==> src/rtl/alu_arbiter_pkg.sv <==
// rtl/alu_arbiter_pkg.sv - shared types, ALU opcode set and helpers for alu_arbiter
package alu_arbiter_pkg;

  localparam int OPS_W = 4;

  typedef enum logic [OPS_W-1:0] {
    OP_ADD = 4'd0,
    OP_SUB = 4'd1,
    OP_AND = 4'd2,
    OP_OR  = 4'd3,
    OP_XOR = 4'd4,
    OP_SLT = 4'd5,
    OP_SEQ = 4'd6,
    OP_SHL = 4'd7
  } op_mne;

  typedef enum logic [1:0] {
    IDLE  = 2'd0,
    ISSUE = 2'd1,
    COND  = 2'd2,
    RESP  = 2'd3
  } arb_state_t;

  // Driven while no op is in flight; ADD never writes the ALU Cond register
  localparam op_mne ALU_IDLE_OP = OP_ADD;

  function automatic logic is_cmp_op(input op_mne op);
    return (op == OP_SLT) || (op == OP_SEQ);
  endfunction

  function automatic logic is_legal_op(input logic [OPS_W-1:0] op);
    return op <= OP_SHL;
  endfunction

endpackage

==> src/rtl/alu_arbiter_rr_arbiter.sv <==
// rtl/alu_arbiter_rr_arbiter.sv - combinational round-robin arbiter (ALU_ARB_PRIO_EN: requester 0 fixed priority)
module rr_arbiter
  import alu_arbiter_pkg::*;
#(
  parameter int NREQ = 4,
  parameter int IW   = $clog2(NREQ)
) (
  input  logic [NREQ-1:0] req_i,
  input  logic [IW-1:0]   ptr_i,
  input  logic            en_i,
  output logic [NREQ-1:0] gnt_o,
  output logic [IW-1:0]   idx_o
);

  logic found;
  int   j;

  always_comb begin
    gnt_o = '0;
    idx_o = '0;
    found = 1'b0;
    j     = 0;
    if (en_i) begin
`ifdef ALU_ARB_PRIO_EN
      if (req_i[0]) begin
        gnt_o[0] = 1'b1;
        found    = 1'b1;
      end
`endif
      // Search starts just after the last winner so everyone gets a turn
      for (int k = 1; k <= NREQ; k++) begin
        j = (int'(ptr_i) + k) % NREQ;
        if (!found && req_i[j]) begin
          gnt_o[j] = 1'b1;
          idx_o    = IW'(j);
          found    = 1'b1;
        end
      end
    end
  end

endmodule

==> src/rtl/alu_arbiter.sv <==
// rtl/alu_arbiter.sv - shares one ALU with registered Cond between NREQ requesters (ALU_ARB_PRIO_EN: requester 0 priority)
module alu_arbiter
  import alu_arbiter_pkg::*;
#(
  parameter int W    = 8,
  parameter int Ops  = 4,
  parameter int NREQ = 4
) (
  input  logic                      Clk,
  input  logic                      Reset_n,
  input  logic [NREQ-1:0]           Req_valid,
  output logic [NREQ-1:0]           Req_ready,
  input  logic [NREQ*W-1:0]         Req_A,
  input  logic [NREQ*W-1:0]         Req_B,
  input  logic [NREQ*Ops-1:0]       Req_OP,
  output logic                      Resp_valid,
  input  logic                      Resp_ready,
  output logic [$clog2(NREQ)-1:0]   Resp_id,
  output logic [W-1:0]              Resp_out,
  output logic                      Resp_cond,
  output logic                      Resp_err,
  output logic [W-1:0]              Alu_A,
  output logic [W-1:0]              Alu_B,
  output logic [Ops-1:0]            Alu_OP,
  input  logic [W-1:0]              Alu_Out,
  input  logic                      Alu_Cond
);

  localparam int IW = $clog2(NREQ);

  arb_state_t      state_q, state_d;
  logic [IW-1:0]   ptr_q, ptr_d;
  logic [IW-1:0]   id_q, id_d;
  logic [W-1:0]    a_q, a_d;
  logic [W-1:0]    b_q, b_d;
  logic [Ops-1:0]  op_q, op_d;
  logic [W-1:0]    out_q, out_d;
  logic            resp_valid_q, resp_valid_d;
  logic            resp_cond_q, resp_cond_d;
  logic            resp_err_q, resp_err_d;
  logic [NREQ-1:0] shadow_q, shadow_d;

  logic [NREQ-1:0] gnt;
  logic [IW-1:0]   gnt_idx;

  rr_arbiter #(
    .NREQ (NREQ),
    .IW   (IW)
  ) u_rr_arbiter (
    .req_i (Req_valid),
    .ptr_i (ptr_q),
    .en_i  (state_q == IDLE),
    .gnt_o (gnt),
    .idx_o (gnt_idx)
  );

  assign Req_ready  = gnt;
  assign Resp_valid = resp_valid_q;
  assign Resp_id    = id_q;
  assign Resp_out   = out_q;
  assign Resp_cond  = resp_cond_q;
  assign Resp_err   = resp_err_q;

  always_comb begin
    state_d      = state_q;
    ptr_d        = ptr_q;
    id_d         = id_q;
    a_d          = a_q;
    b_d          = b_q;
    op_d         = op_q;
    out_d        = out_q;
    resp_valid_d = resp_valid_q;
    resp_cond_d  = resp_cond_q;
    resp_err_d   = resp_err_q;
    shadow_d     = shadow_q;
    Alu_A        = '0;
    Alu_B        = '0;
    Alu_OP       = Ops'(ALU_IDLE_OP);

    case (state_q)
      IDLE: begin
        if (|gnt) begin
          a_d  = Req_A[int'(gnt_idx)*W +: W];
          b_d  = Req_B[int'(gnt_idx)*W +: W];
          op_d = Req_OP[int'(gnt_idx)*Ops +: Ops];
          id_d = gnt_idx;
`ifdef ALU_ARB_PRIO_EN
          // A priority win by requester 0 leaves the rotation untouched
          if (gnt_idx != '0) ptr_d = gnt_idx;
`else
          ptr_d = gnt_idx;
`endif
          state_d = ISSUE;
        end
      end
      ISSUE: begin
        Alu_A   = a_q;
        Alu_B   = b_q;
        Alu_OP  = op_q;
        out_d   = Alu_Out;
        state_d = COND;
      end
      COND: begin
        // Only compares own the Cond flag; everything else reports the requester's last compare
        if (is_cmp_op(op_mne'(op_q))) begin
          shadow_d[id_q] = Alu_Cond;
          resp_cond_d    = Alu_Cond;
        end else begin
          resp_cond_d = shadow_q[id_q];
        end
        resp_err_d   = !is_legal_op(op_q);
        resp_valid_d = 1'b1;
        state_d      = RESP;
      end
      RESP: begin
        if (Resp_ready) begin
          resp_valid_d = 1'b0;
          state_d      = IDLE;
        end
      end
      default: state_d = IDLE;
    endcase
  end

  always_ff @(posedge Clk or negedge Reset_n) begin
    if (!Reset_n) begin
      state_q      <= IDLE;
      ptr_q        <= IW'(NREQ - 1);
      id_q         <= '0;
      a_q          <= '0;
      b_q          <= '0;
      op_q         <= '0;
      out_q        <= '0;
      resp_valid_q <= 1'b0;
      resp_cond_q  <= 1'b0;
      resp_err_q   <= 1'b0;
      shadow_q     <= '0;
    end else begin
      state_q      <= state_d;
      ptr_q        <= ptr_d;
      id_q         <= id_d;
      a_q          <= a_d;
      b_q          <= b_d;
      op_q         <= op_d;
      out_q        <= out_d;
      resp_valid_q <= resp_valid_d;
      resp_cond_q  <= resp_cond_d;
      resp_err_q   <= resp_err_d;
      shadow_q     <= shadow_d;
    end
  end

endmodule

==> config.mk <==
export PLATFORM = sky130hd
export DESIGN_NAME = alu_arbiter
export DESIGN_NICKNAME = d
export VERILOG_FILES = /design/src/rtl/alu_arbiter_pkg.sv /design/src/rtl/alu_arbiter_rr_arbiter.sv /design/src/rtl/alu_arbiter.sv
export SDC_FILE = /design/constraint.sdc
export NUM_CORES = 1
export LEC_CHECK = 0
export ABC_AREA = 1
export BUFFER_PORTS_ARGS = -buffer_cell sky130_fd_sc_hd__buf_2
export CORE_MARGIN = 2
export CORE_UTILIZATION = 44
export CTS_CLUSTER_DIAMETER = 40
export DETAILED_ROUTE_END_ITERATION = 10
export GPL_ROUTABILITY_DRIVEN = 0
export PLACE_DENSITY = 0.77
export SLEW_MARGIN = 15
export SYNTH_ARGS = -nofsm -noshare
export SYNTH_HDL_FRONTEND = slang
export SYNTH_HIERARCHICAL = 1
export SYNTH_SLANG_ARGS = --single-unit
==> constraint.sdc <==
create_clock -name Clk -period 2.6 [get_ports Clk]
set_input_delay 0.26 -clock Clk [delete_from_list [all_inputs] [get_ports Clk]]
set_output_delay 0.26 -clock Clk [all_outputs]
set_load 0.005 [all_outputs]
Yosys cells after proc, flatten, opt, wreduce, memory -nomap -nowiden
Cells that the tools add are included.

Word-level logic and storage cells: 120. Output and inout port bits: 37. Flip-flop bits (word level): 41.

Mux-type cells: 53. Add/sub/neg operators: 4. Reductions and logical operators: 24. Eq/ne operators: 7. $lt $le $gt $ge: 11. Bitwise gates (word level): 7. Shift-type cells: 3.

Operators by type and width (count): $shiftx 32x6->8 (2); $mux 4 (9); $mux 1 (22); $lt 3x4->1 const B (4); $mux 8 (2); $shiftx 16x5->4 (1); $mux 2 (7); $ge 3x1->1 const B (4); $or 4x4->4 (3); $bmux 1 s2 (5); $demux 1 s2 (5); $eq 4x3->1 const B (2); $logic_and 1x1->1 (8); $pmux 2 s4 (1); $reduce_and 2->1 (4); $reduce_or 2->1 (4); $add 2x1->2 const B (2); $add 2x2->2 const B (2); $and 1x1->1 const A (4); $bwmux 4 (1); $eq 2x2->1 const B (2); $le 4x3->1 const B (1); $logic_not 1->1 (4); $ne 2x2->1 const B (2); other kinds (8) (8).

Depth between registers and ports, before layout
Depth in word-level cells: 23. Depth in mapped cells: 19.

Modules after synthesis
The synthesis kept the hierarchy.

Modules (own cells, without submodules): alu_arbiter (times used 1, cells an instance 388, area each 2668.8 sq um); rr_arbiter (times used 1, cells an instance 91, area each 529.3 sq um).

Least setup slack after synthesis
Ideal clock, no wire load.

Path type: register -> register. Start point: register ptr_q[1]. End point: register a_q[0]. Required time: 2483 ps. Stages on the path, launching flop included: 16. Slack: 22 ps. Clock period less this slack: 2578 ps. Data arrival time: 2461 ps. Setup time: 117 ps. Cell sequence: dfstp_2 > inv_1 > ha_1 > inv_1 > nand3_2 > nand2_4 > nor2_4 > buf_6 > nand3_1 > nand3_1 > nand2_1 > inv_1 > inv_1 > a31oi_4 > buf_6 > o21ai_2.

Cells in the longest elaborated chain, start to end: 20. Elaborated cells on any way between the ends: 75. Classes of those cells: add/sub (4); order compare (8); shift (1); mux (39); bitwise (7); reduce/logical (16).

RTL lines: start: declaration (RTL line alu_arbiter.sv:32) `logic [IW-1:0] ptr_q, ptr_d;`; start signal: assignment (RTL line alu_arbiter.sv:128) `ptr_q <= IW'(NREQ - 1);`; start signal: assignment (RTL line alu_arbiter.sv:140) `ptr_q <= ptr_d;`; $add 2x1->2 (RTL line alu_arbiter_rr_arbiter.sv:32) `j = (int'(ptr_i) + k) % NREQ;`; $reduce_or 2->1 (no source line) / $bmux 1 s2 (equally long branches); $and 1x1->1 (no source line) / $mux 1 (equally long branches); $lt 3x4->1 (not written as such), or another cell as far along (RTL line alu_arbiter_rr_arbiter.sv:34) `gnt_o[j] = 1'b1;`; $logic_and 1x1->1 (not written as such) / $mux 1 (equally long branches) (RTL line alu_arbiter_rr_arbiter.sv:34, alu_arbiter_rr_arbiter.sv:33); $mux 1 (on tied branches) (RTL line alu_arbiter_rr_arbiter.sv:34, alu_arbiter_rr_arbiter.sv:23); $demux 1 s2 / $logic_not 1->1 (equally long branches); $mux 4 / $logic_and 1x1->1 (equally long branches) (RTL line alu_arbiter_rr_arbiter.sv:33) `if (!found && req_i[j]) begin`; (+5 left out); $mux 4 / $mux 1 (equally long branches) (RTL line alu_arbiter_rr_arbiter.sv:33, alu_arbiter_rr_arbiter.sv:23); $mux 4 / $logic_not 1->1 (equally long branches) (RTL line alu_arbiter_rr_arbiter.sv:23, alu_arbiter_rr_arbiter.sv:33); $or 4x4->4 (no source line) / $logic_and 1x1->1 (equally long branches); $mux 4 (*) (RTL line alu_arbiter_rr_arbiter.sv:33); $mux 4 (*) (RTL line alu_arbiter_rr_arbiter.sv:23) `if (en_i) begin`; named net Req_ready[3] (RTL line alu_arbiter.sv:12) `output logic [NREQ-1:0] Req_ready,`; $reduce_or 4->1 (*) (RTL line alu_arbiter.sv:82) `if (|gnt) begin`; $reduce_and 2->1 (no source line) (*); end signal: assignment (RTL line alu_arbiter.sv:130) `a_q <= '0;`; end signal: assignment (RTL line alu_arbiter.sv:142) `a_q <= a_d;`; end: declaration (RTL line alu_arbiter.sv:34) `logic [W-1:0] a_q, a_d;`.

The timed path passes the listed nets; every way through them passes the cells marked *. The select of a mux whose other input is x is not followed. A chain may end at the register's enable or synchronous reset.

Worst setup path after layout
Start point: register ptr_q[1]. End point: register op_q[3].

Elaborated cells on any way between the ends: 75. Classes of those cells: add/sub (4); order compare (8); shift (1); mux (39); bitwise (7); reduce/logical (16).

RTL lines: $add 2x1->2 (RTL line alu_arbiter_rr_arbiter.sv:32); $bmux 1 s2 (RTL line alu_arbiter_rr_arbiter.sv:33); $mux 1 (not written as such) (2 in series) (RTL line alu_arbiter_rr_arbiter.sv:33); $mux 1 (RTL line alu_arbiter_rr_arbiter.sv:33); $mux 1 (RTL line alu_arbiter_rr_arbiter.sv:23); $logic_not 1->1 (RTL line alu_arbiter_rr_arbiter.sv:33); $logic_and 1x1->1 (RTL line alu_arbiter_rr_arbiter.sv:33); $mux 1 (RTL line alu_arbiter_rr_arbiter.sv:33); (+3 left out); $mux 1 (RTL line alu_arbiter_rr_arbiter.sv:33); $mux 1 (RTL line alu_arbiter_rr_arbiter.sv:23); $logic_not 1->1 (RTL line alu_arbiter_rr_arbiter.sv:33); $logic_and 1x1->1 (RTL line alu_arbiter_rr_arbiter.sv:33); $mux 2 (*) (RTL line alu_arbiter_rr_arbiter.sv:33); $mux 2 (*) (RTL line alu_arbiter_rr_arbiter.sv:23); named net gnt_idx[0] (RTL line alu_arbiter.sv:44) `logic [IW-1:0] gnt_idx;`; $shiftx 16x5->4 (*) (RTL line alu_arbiter.sv:85) `op_d = Req_OP[int'(gnt_idx)*Ops +: Ops];`; end signal: assignment (RTL line alu_arbiter.sv:144) `op_q <= op_d;`; end: declaration (RTL line alu_arbiter.sv:36) `logic [Ops-1:0] op_q, op_d;`.

Marks and branches as above.

==> impl_metrics.csv <==
group,metric,value,unit
drt,routedWlPerCell,13.2,microns
cells_and_area,stdcell_count,723,
logic_synthesis,syn_inst,479,
worst_setup_path,required,2.79,ns
logic_synthesis,synthXorXnorAreaFrac,0,
drt,wl_met2,4970,microns
worst_setup_path,cpPeakStageDelay,0.55,ns
cells_and_area,antenna_cells,0,
clock_tree,cts.sinks,41,
drt,drt_iter0_markers,188,
logic_synthesis,yosysSeqAreaShare,0.322,
clock_tree,cts_hold_buf,0,
worst_setup_path,critPathTopFamily,"simple AND/OR/NAND/NOR gates",
drt,ant_nets,0,
clock_tree,numCtsBuffers,5,
drt,drt-met1-wl,3820,microns
drt,topRoutingLayerUsed,"met4",
global_routing,grt_pass1_vias,3161,
clock_tree,clockBufferDepth,2,
worst_setup_path,start_kind,"flip-flop",
clock_tree,path_clk_slew,0.08,ns
drt,via_per_inst,4.92,
worst_setup_path,cp_num_buf_inv,5,
power,powerDensity,1430,nW/um^2
global_routing,grt_overflow,0,
global_routing,grt.total_usage,0.220,
logic_synthesis,yosysWarningCount,6,
global_routing,grt_pass1_wl,13800,microns
job,cap_violations,0,
sta,hold_viol_final,0,
place,dp_cells,701,
worst_setup_path,critPathMaxFanout,5,
drt,wl,9520,microns
floorplanning,dieHeight,89.3,microns
logic_synthesis,synth.avg_cell_area,6.68,sq um
sta,rsz0062_at_grt,"true",
worst_setup_path,reg2regPathDepth,19,
sta,fin_skew,0.00610,ns
worst_setup_path,crit_chain,"inv_2 > ha_4 > inv_4 > nand3_4 > nand2_4 > nor2_4 > nand2_2 > o21ai_2 > nand2_2 > inv_2 > nor2_4 > buf_6 > clkbuf_16 > nor2_1 > nor2_1 > o21ai_0 > nand2_1 > nand2_1 > o21ai_2",
power,power.leakage,2.46,nW
drt,num_vias,3559,
cells_and_area,fillerInstances,701,
global_routing,antenna_found_initial,0,
logic_synthesis,synth_top_family_by_area,"simple AND/OR/NAND/NOR gates",
sta,slew_violations,0,
worst_setup_path,r2r_start,"ptr_q[1]",
drt,met3_length,616,microns
logic_synthesis,yosys.area_share.simple,0.323,
worst_setup_path,critPathLaunch,"ptr_q[1]",
sta,min_period,2.55,ns
place,dp_hpwl,6630,microns
clock_tree,cts_max_level,2,
sta,relSlewSlack,0.401,
power,vdd_ir_drop_max,0.000698,V
hold_path,hp-class,"in -> async",
worst_setup_path,r2r_end,"op_q[3]",
clock_tree,insertion_delay,0.29,ns
worst_setup_path,crit_path_end,"op_q[3]",
floorplanning,die_area,7970,sq um
floorplanning,rows,31,
worst_setup_path,worstSetupEndpointType,"flip-flop",
worst_setup_path,reg2reg_slack,0.05,ns
clock_tree,cts_tree,"yes",
sta,setup_viol,0,
drt,drt-pass1-iter-count,4,
cells_and_area,drive_gt1_frac,0.370,
worst_setup_path,cp_data_arrival_time,2.73,ns
place,io_buffers,132,
floorplanning,start_util,0.448,
cells_and_area,final_net_count,731,
logic_synthesis,synth_area,3200,sq um
cells_and_area,areaGrowthSynthToFinish,37.1,%
worst_setup_path,path_class,"reg -> reg",
logic_synthesis,ys_ff_latch,41,
worst_setup_path,path_depth,19,
sta,tightest_slew,0.898,ns
status,run_status,"finished clean",
floorplanning,core_area,7140,sq um
logic_synthesis,synthMuxAreaShare,0.0282,
worst_setup_path,slowest_stage,"dfstp_2",
logic_synthesis,synth_compound_area_frac,0.154,
cells_and_area,fin_util,0.614,
clock_tree,root_buffer,"clkbuf_8",
drt,drc,0,
sta,period_share,0.980,
sta,fmax,0.392,GHz
logic_synthesis,synth_cell_types,28,
logic_synthesis,synthAdderAreaFrac,0.0469,
floorplanning,die_x,89.3,microns
global_routing,grt_max_degree,42,
logic_synthesis,synth.net_count,587,
floorplanning,ioPinCount,133,
-- cells by family (layout without fill, tap and decap cells) --
kind of cell,after synthesis,after routing
simple gates,248,248
buf+inv,89,234
compound gates,81,81
flops,41,41
fa+ha+maj,12,12
mux,8,8
-- cell usage after synthesis (all sizes together) --
master,instances,share of area
a21boi,4,0.0094
a21oi,6,0.0094
a31oi,2,0.0086
buf,17,0.040
clkbuf,4,0.0063
dfrtp,39,0.31
dfstp,2,0.016
ha,12,0.047
inv,68,0.081
mux2,8,0.028
nand2,129,0.16
nand3,21,0.038
nand4,5,0.0098
nor2,93,0.12
o21ai,69,0.13
-- how the worst min path moves through the flow --
stage             from     endpoint  slack [ns]  cells past startpoint
5_1_grt        Reset_n  Resp_out[5]        0.16                      1
3_3_place_gp   Reset_n  Resp_out[5]        0.43                      1
6_report       Reset_n       b_q[4]        0.09                      1
3_5_place_dp   Reset_n       b_q[4]        0.43                      1
2_1_floorplan  Reset_n    Resp_cond       -0.04                      0
4_1_cts        Reset_n    Resp_cond        0.11                      1
-- cell usage in the layout (no fill, tap or decap), types with 11 or more instances in the layout --
cell,instances
o21ai_2,17
dfrtp_1,39
nor2_1,83
inv_1,57
ha_1,11
nand3_1,18
buf_2,132
o21ai_0,35
nand2_1,118
o21ai_1,17
-- worst register-to-register path, delay by kind of cell (launching register included) --
kind,cells,cell delay [ns]
compound gates,3,0.21
flops,1,0.55
fa+ha+maj,1,0.29
buf+inv,5,0.44
simple gates,10,0.93
-- sequential cells by signal (all words and copies together), names as in the netlist --
register    flops
op_q            4
Resp_err        1
ptr_q           2
Resp_valid      1
state_q         2
Resp_out        8
Resp_id         2
Resp_cond       1
a_q             8
b_q             8
shadow_q        4
-- timing repair --
item | in CTS | in global routing
pin swaps | 1 | 23
gates cloned | 1 | 6
buffers inserted | 1 | 6
setup endpoints to repair | 20 | 25
gates resized for setup | 3 | 37
-- area by class of cell --
class | instances | area, sq um | share of cell area
Tap cell | 99 | 124 | 0.0282
Timing Repair Buffer | 158 | 1040 | 0.238
Sequential cell | 41 | 1030 | 0.235
Clock buffer | 6 | 72.6 | 0.0165
Inverter | 68 | 263 | 0.0599
Multi-Input combinational cell | 349 | 1840 | 0.421
Clock inverter | 2 | 10.0 | 0.00228
-- layer usage --
metal / vias up / GRT usage
met5: - / 0
met3: 13 / 0.0416
met4: 0 / 0.0475
met2: 140 / 0.414
met1: 1631 / 0.257
li1: 1775 / -
-- power breakdown --
part           switching, mW  internal (mW)  total (mW)
logic                   2.65           2.05        4.70
registers              0.198          0.974        1.17
clock network          0.217          0.186       0.403
total                   3.07           3.21        6.28
-- stage by stage --
step / worst slack, ns / TNS (ns) / cell area (sq um) / hold WS (ns) / power, mW
2_1_floorplan: 0.0216 / 0 / 3200 / -0.0356 / 3.97
3_3_place_gp: 0.0366 / 0 / 3970 / 0.434 / 4.80
3_5_place_dp: -0.0568 / -0.663 / 3970 / 0.433 / 4.91
4_1_cts: 0.00427 / 0 / 4110 / 0.115 / 5.53
5_1_grt: -0.0949 / -1.36 / 4390 / 0.165 / 6.88
6_report: 0.0510 / 0 / 4390 / 0.0877 / 6.28
Note: power is estimated with default switching activity, not from simulation.
